## src/rtl/cpu_control_unit.sv

```systemverilog
// Moore fetch/decode/execute sequencer for the 8-bit CPU datapath.
// Optional macro HALT_ON_ILLEGAL_EN: illegal opcodes park the FSM in S_HALT.
module cpu_control_unit #(
  parameter int ALU_SEL_W = 4,
  parameter int STATE_W   = 5
) (
  input  logic                 clk,
  input  logic                 reset,
  input  logic [7:0]           IR,
  input  logic [3:0]           CCR_Result,
  output logic                 IR_Load,
  output logic                 MAR_Load,
  output logic                 PC_Load,
  output logic                 PC_Inc,
  output logic                 A_Load,
  output logic                 B_Load,
  output logic                 CCR_Load,
  output logic [ALU_SEL_W-1:0] ALU_Sel,
  output logic [1:0]           Bus1_Sel,
  output logic [1:0]           Bus2_Sel,
  output logic                 write,
  output logic                 halted
);

  localparam logic [7:0] LDA_IMM = 8'h86;
  localparam logic [7:0] LDA_DIR = 8'h87;
  localparam logic [7:0] LDB_IMM = 8'h88;
  localparam logic [7:0] LDB_DIR = 8'h89;
  localparam logic [7:0] STA_DIR = 8'h96;
  localparam logic [7:0] STB_DIR = 8'h97;
  localparam logic [7:0] STR_DIR = 8'h98;

  typedef enum logic [STATE_W-1:0] {
    S_FETCH_0, S_FETCH_1, S_FETCH_2, S_DECODE_3,
    S_OPR_MAR, S_OPR_INC, S_DIR_MAR, S_DIR_WAIT,
    S_LDA, S_LDB, S_STA, S_STB, S_STR,
    S_BR_WAIT, S_BR_LOAD, S_BR_SKIP,
    S_ADD, S_SUB, S_AND, S_OR, S_INCA, S_DECA,
    S_XOR, S_NOTA, S_INCB, S_DECB, S_NOTB, S_SUBBA,
`ifdef HALT_ON_ILLEGAL_EN
    S_HALT
`else
    S_ILLEGAL
`endif
  } state_t;

  state_t state, state_nxt;
  logic   br_take;

  wire n_f = CCR_Result[3];
  wire z_f = CCR_Result[2];
  wire v_f = CCR_Result[1];
  wire c_f = CCR_Result[0];

  always_ff @(posedge clk or negedge reset) begin
    if (!reset) state <= S_FETCH_0;
    else        state <= state_nxt;
  end

  always_comb begin
    br_take = 1'b0;
    case (IR)
      8'h20: br_take = 1'b1;
      8'h21: br_take = n_f;
      8'h22: br_take = !n_f;
      8'h23: br_take = z_f;
      8'h24: br_take = !z_f;
      8'h25: br_take = v_f;
      8'h26: br_take = !v_f;
      8'h27: br_take = c_f;
      8'h28: br_take = !c_f;
      default: br_take = 1'b0;
    endcase
  end

  // Operand states are shared; IR stays stable until the next fetch
  always_comb begin
    state_nxt = S_FETCH_0;
    unique case (state)
      S_FETCH_0: state_nxt = S_FETCH_1;
      S_FETCH_1: state_nxt = S_FETCH_2;
      S_FETCH_2: state_nxt = S_DECODE_3;
      S_DECODE_3: begin
        case (IR)
          LDA_IMM, LDA_DIR, LDB_IMM, LDB_DIR,
          STA_DIR, STB_DIR, STR_DIR:
            state_nxt = S_OPR_MAR;
          8'h42: state_nxt = S_ADD;
          8'h43: state_nxt = S_SUB;
          8'h44: state_nxt = S_AND;
          8'h45: state_nxt = S_OR;
          8'h46: state_nxt = S_INCA;
          8'h48: state_nxt = S_DECA;
          8'h4A: state_nxt = S_XOR;
          8'h4B: state_nxt = S_NOTA;
          8'h4C: state_nxt = S_INCB;
          8'h4D: state_nxt = S_DECB;
          8'h4E: state_nxt = S_NOTB;
          8'h4F: state_nxt = S_SUBBA;
          8'h20, 8'h21, 8'h22, 8'h23, 8'h24,
          8'h25, 8'h26, 8'h27, 8'h28:
            state_nxt = br_take ? S_OPR_MAR : S_BR_SKIP;
`ifdef HALT_ON_ILLEGAL_EN
          default: state_nxt = S_HALT;
`else
          default: state_nxt = S_ILLEGAL;
`endif
        endcase
      end
      S_OPR_MAR: begin
        if (IR[7:4] == 4'h2) state_nxt = S_BR_WAIT;
        else                 state_nxt = S_OPR_INC;
      end
      S_OPR_INC: begin
        if (IR == LDA_IMM)      state_nxt = S_LDA;
        else if (IR == LDB_IMM) state_nxt = S_LDB;
        else                    state_nxt = S_DIR_MAR;
      end
      S_DIR_MAR: begin
        if (IR == STA_DIR)      state_nxt = S_STA;
        else if (IR == STB_DIR) state_nxt = S_STB;
        else if (IR == STR_DIR) state_nxt = S_STR;
        else                    state_nxt = S_DIR_WAIT;
      end
      S_DIR_WAIT: begin
        if (IR == LDA_DIR) state_nxt = S_LDA;
        else               state_nxt = S_LDB;
      end
      S_BR_WAIT: state_nxt = S_BR_LOAD;
`ifdef HALT_ON_ILLEGAL_EN
      S_HALT: state_nxt = S_HALT;
`endif
      default: state_nxt = S_FETCH_0;
    endcase
  end

  always_comb begin
    IR_Load  = 1'b0;
    MAR_Load = 1'b0;
    PC_Load  = 1'b0;
    PC_Inc   = 1'b0;
    A_Load   = 1'b0;
    B_Load   = 1'b0;
    CCR_Load = 1'b0;
    ALU_Sel  = '0;
    Bus1_Sel = 2'd0;
    Bus2_Sel = 2'd0;
    write    = 1'b0;
    halted   = 1'b0;
    unique case (state)
      S_FETCH_0, S_OPR_MAR: begin
        Bus1_Sel = 2'd0;
        Bus2_Sel = 2'd1;
        MAR_Load = 1'b1;
      end
      S_FETCH_1, S_OPR_INC, S_BR_SKIP: PC_Inc = 1'b1;
      S_FETCH_2: begin
        Bus2_Sel = 2'd2;
        IR_Load  = 1'b1;
      end
      S_DIR_MAR: begin
        Bus2_Sel = 2'd2;
        MAR_Load = 1'b1;
      end
      S_LDA: begin
        Bus2_Sel = 2'd2;
        A_Load   = 1'b1;
      end
      S_LDB: begin
        Bus2_Sel = 2'd2;
        B_Load   = 1'b1;
      end
      S_STA: begin
        Bus1_Sel = 2'd1;
        write    = 1'b1;
      end
      S_STB: begin
        Bus1_Sel = 2'd2;
        write    = 1'b1;
      end
      S_STR: begin
        Bus1_Sel = 2'd3;
        write    = 1'b1;
      end
      S_BR_LOAD: begin
        Bus2_Sel = 2'd2;
        PC_Load  = 1'b1;
      end
      S_ADD, S_SUB, S_AND, S_OR, S_INCA,
      S_DECA, S_XOR, S_NOTA: begin
        CCR_Load = 1'b1;
        A_Load   = 1'b1;
      end
      S_INCB, S_DECB, S_NOTB, S_SUBBA: begin
        CCR_Load = 1'b1;
        B_Load   = 1'b1;
      end
`ifdef HALT_ON_ILLEGAL_EN
      S_HALT: halted = 1'b1;
`endif
      default: ;
    endcase
    unique case (state)
      S_SUB:   ALU_Sel = ALU_SEL_W'(1);
      S_AND:   ALU_Sel = ALU_SEL_W'(2);
      S_OR:    ALU_Sel = ALU_SEL_W'(3);
      S_INCA:  ALU_Sel = ALU_SEL_W'(4);
      S_DECA:  ALU_Sel = ALU_SEL_W'(5);
      S_XOR:   ALU_Sel = ALU_SEL_W'(6);
      S_NOTA:  ALU_Sel = ALU_SEL_W'(7);
      S_INCB:  ALU_Sel = ALU_SEL_W'(8);
      S_DECB:  ALU_Sel = ALU_SEL_W'(9);
      S_NOTB:  ALU_Sel = ALU_SEL_W'(10);
      S_SUBBA: ALU_Sel = ALU_SEL_W'(11);
      default: ALU_Sel = '0;
    endcase
  end

endmodule

```

## config.mk

```make
export PLATFORM = sky130hd
export DESIGN_NAME = cpu_control_unit
export DESIGN_NICKNAME = d
export VERILOG_FILES = /design/src/rtl/cpu_control_unit.sv
export SDC_FILE = /design/constraint.sdc
export NUM_CORES = 1
export LEC_CHECK = 0
export ABC_AREA = 1
export CORE_AREA = 2 2 47 49
export CTS_BUF_LIST = sky130_fd_sc_hd__clkbuf_4 sky130_fd_sc_hd__clkbuf_8
export DETAILED_ROUTE_END_ITERATION = 10
export DIE_AREA = 0 0 49 51
export HOLD_SLACK_MARGIN = 0.08
export PLACE_DENSITY = 0.86
export SYNTH_ARGS = -nofsm -noshare
export SYNTH_HDL_FRONTEND = slang
export SYNTH_SLANG_ARGS = --single-unit
```

## constraint.sdc

```tcl
create_clock -name clk -period 3.55 [get_ports clk]
set_clock_uncertainty 0.15 [all_clocks]
set_input_delay 0.71 -clock clk [delete_from_list [all_inputs] [get_ports clk]]
set_output_delay 0.71 -clock clk [all_outputs]
set_load 0.05 [all_outputs]
```

==> results.py <==
metrics = {
    "synth": {
        "async_flop_share_pct": 100,
        "synth_adder_area_share_pct": 0,
        "muxShareOfSynthArea_pct": 0,
        "yosys_register_bits": 5,
        "ys_types": 26,
        "synth_top_family_by_area": "simple AND/OR/NAND/NOR gates",
        "seq_area_frac_synth_pct": 12.5,
        "synth_compound_area_share_pct": 13.4,
        "synthSimpleGateAreaFrac_pct": 61.7,
        "syn-instance-count": 189,
        "synth-xor-area-share_pct": 0,
        "yosys_warnings": 0,
        "synth-edff-count": 0,
        "syn_area_um2": 998,
        "synthFlopType": "dfrtp_1",
        "syn-mean-instance-area_um2": 5.28,
        "synthesis.nets": 203,
    },
    "clock_network": {
        "tritoncts": "yes",
        "clock_latency_ps": 230,
        "cts_made_buffers": 3,
        "cts_htree_levels": 1,
        "clk_pin_slew_ps": 40,
        "cts_buffer_depth": 2,
        "post_cts_resized": 0,
        "numClockSinks": 5,
        "ctsHoldBuffers": 0,
        "cts_setup_buffers": 0,
        "root_buffer": "clkbuf_4",
    },
    "power_and_ir_drop": {
        "powerDensity_nw_per_um2": 637,
        "total_power_mw": 0.857,
        "peakVddDrop_mv": 0.398,
        "p_leak_nw": 0.638,
    },
    "floorplan": {
        "rows": 17,
        "fp.dieH_um": 51,
        "fp.dieW_um": 49,
        "design.die.area_um2": 2500,
        "core_area_um2": 2060,
        "ioPinCount": 31,
        "start_util_pct": 48.4,
    },
    "sta": {
        "rsz0062_at_grt": "false",
        "fin_tns_setup_ps": 0,
        "setup_viol": 0,
        "period_needed_ps": 2990,
        "relSlewSlack_pct": 66.4,
        "tightest_slew_ps": 502,
        "hold_viol_final": 0,
        "slew_violations": 0,
        "final.period_utilization_pct": 84.2,
        "fmax_ghz": 0.334,
    },
    "routing": {
        "wire_per_inst_um": 10.1,
        "viasPerCell": 4.98,
        "route.detailed.drc": 0,
        "ant_nets": 0,
        "vias": 1241,
        "drt_iter0_drc": 26,
        "drt-pass1-iter-count": 4,
        "finalWirelength_um": 2500,
    },
    "critical_path": {
        "critPathMaxFanout": 3,
        "setup.worst_path.start_class": "flop",
        "cp.required_ps": 2690,
        "end_kind": "output port",
        "critPathKind": "reg2out",
        "worstPathArrival_ps": 2130,
        "r2r_setup_slack_ps": 1760,
    },
    "layout": {
        "reg.largest.list": "state: 5 flops",
        "nNetsFinal": 236,
        "syn_to_final_growth_pct": 34.8,
        "multi_input_area_um2": 753,
        "regArea_um2": 125,
        "largest_register": "state",
        "layout-drive-gt1-share_pct": 14.9,
        "final_area_um2": 1350,
        "num_antenna_cells": 0,
        "num-fill-cells": 195,
        "largest_reg_flops": 5,
    },
    "global_routing": {
        "grt_pass1_wl_um": 4240,
        "grt_max_degree": 11,
        "antenna_found_initial": 0,
        "grt_overflow": 0,
        "grt_usage_pct": 21.1,
        "grt_pass1_vias": 1099,
    },
    "outcome": {
        "outcome": "finished clean",
    },
    "worst_hold_path": {
        "hold_path.class": "reg2reg",
    },
    "flow_run": {
        "cap_viol_max_count": 0,
    },
    "placed_design": {
        "io_buffers": 29,
        "placed_area_um2": 1320,
        "gp_congestion": 0.905,
        "dp_hpwl_um": 2150,
    },
}
worst paths after layout:
check,startpoint,to,depth (start not counted)
max in group asynchronous,reset,state[0]$_DFF_PN0_,1
hold reg to reg,state[4]$_DFF_PN0_,state[4]$_DFF_PN0_,3
setup / recovery,state[4]$_DFF_PN0_,MAR_Load,8
hold / removal,state[4]$_DFF_PN0_,state[4]$_DFF_PN0_,3
min in group asynchronous,reset,state[2]$_DFF_PN0_,1
setup reg to reg,state[4]$_DFF_PN0_,state[0]$_DFF_PN0_,7
logic make-up after synthesis:
logic type | count (synthesis)
and+or+nand+nor | 128
buffers and inverters | 31
AOI/OAI and AO/OA | 24
DFF | 5
other | 1
through the flow:
stage / hold WS (ps) / util, % / std cells / setup WS (ps)
2_1_floorplan: 264 / - / 189 / 756
3_3_place_gp: 505 / 63.8 / 245 / 876
3_5_place_dp: 495 / 63.8 / 245 / 800
4_1_cts: 507 / 65.3 / 249 / 546
5_1_grt: 554 / 65.3 / 249 / 437
6_report: 506 / 65.3 / 249 / 560
final cells by class:
class	count	area share (%)
multi-input combinational	153	55.9
sequential	5	9.29
timing repair buffer	29	21.6
clock buffer	4	2.23
tap	28	2.60
inverter	30	8.36
synth_stat cells, types with 4 or more instances:
cell | count | share of area (%)
a21oi_1 | 6 | 3.0
dfrtp_1 | 5 | 13
inv_1 | 22 | 8.3
inv_2 | 7 | 2.6
nand2_1 | 37 | 14
nand2_2 | 8 | 5.0
nand3_1 | 14 | 7.0
nor2_1 | 43 | 16
nor2_2 | 4 | 2.5
nor3_1 | 8 | 4.0
o21ai_0 | 7 | 3.5
o21ai_1 | 4 | 2.0
o22ai_1 | 4 | 2.5
cell usage in the layout, fill, tap and decap left out, types with 2 or more instances in the layout:
master / count
a21oi_1: 6
clkbuf_4: 4
clkdlybuf4s50_1: 29
dfrtp_1: 5
inv_1: 22
inv_2: 7
nand2_1: 37
nand2_2: 8
nand2_4: 3
nand3_1: 14
nand3_2: 3
nor2_1: 43
nor2_2: 4
nor2_4: 3
nor3_1: 8
nor4_1: 2
o21ai_0: 7
o21ai_1: 4
o22ai_1: 4
where the power goes:
part | total (mW) | switching (mW) | internal, mW
Sequential | 0.108 | 0.0234 | 0.0844
Combinational | 0.677 | 0.470 | 0.207
Clock | 0.0720 | 0.0219 | 0.0500
Total | 0.857 | 0.515 | 0.342
metal layers:
layer  part of all wire (%)  wire length (um)  global-route usage [%]  up-vias
met1                     44              1100                    22.3      535
li1                       -                 -                       -      671
met3                    3.2                81                    2.63        0
met4                      0                 0                    6.19        0
met2                     53              1330                    43.2       35
met5                      0                 0                       0        -
worst max-delay path, stage by stage, from the launching register on:
cell and delay [ps]:
dfrtp_1 380, nor2_1 130, inv_1 70, nor2_1 170
inv_1 80, nor2_1 130, inv_1 70, nand2_1 60
clkdlybuf4s50_1 800
No activity file was read; power rests on OpenSTA's default activity.
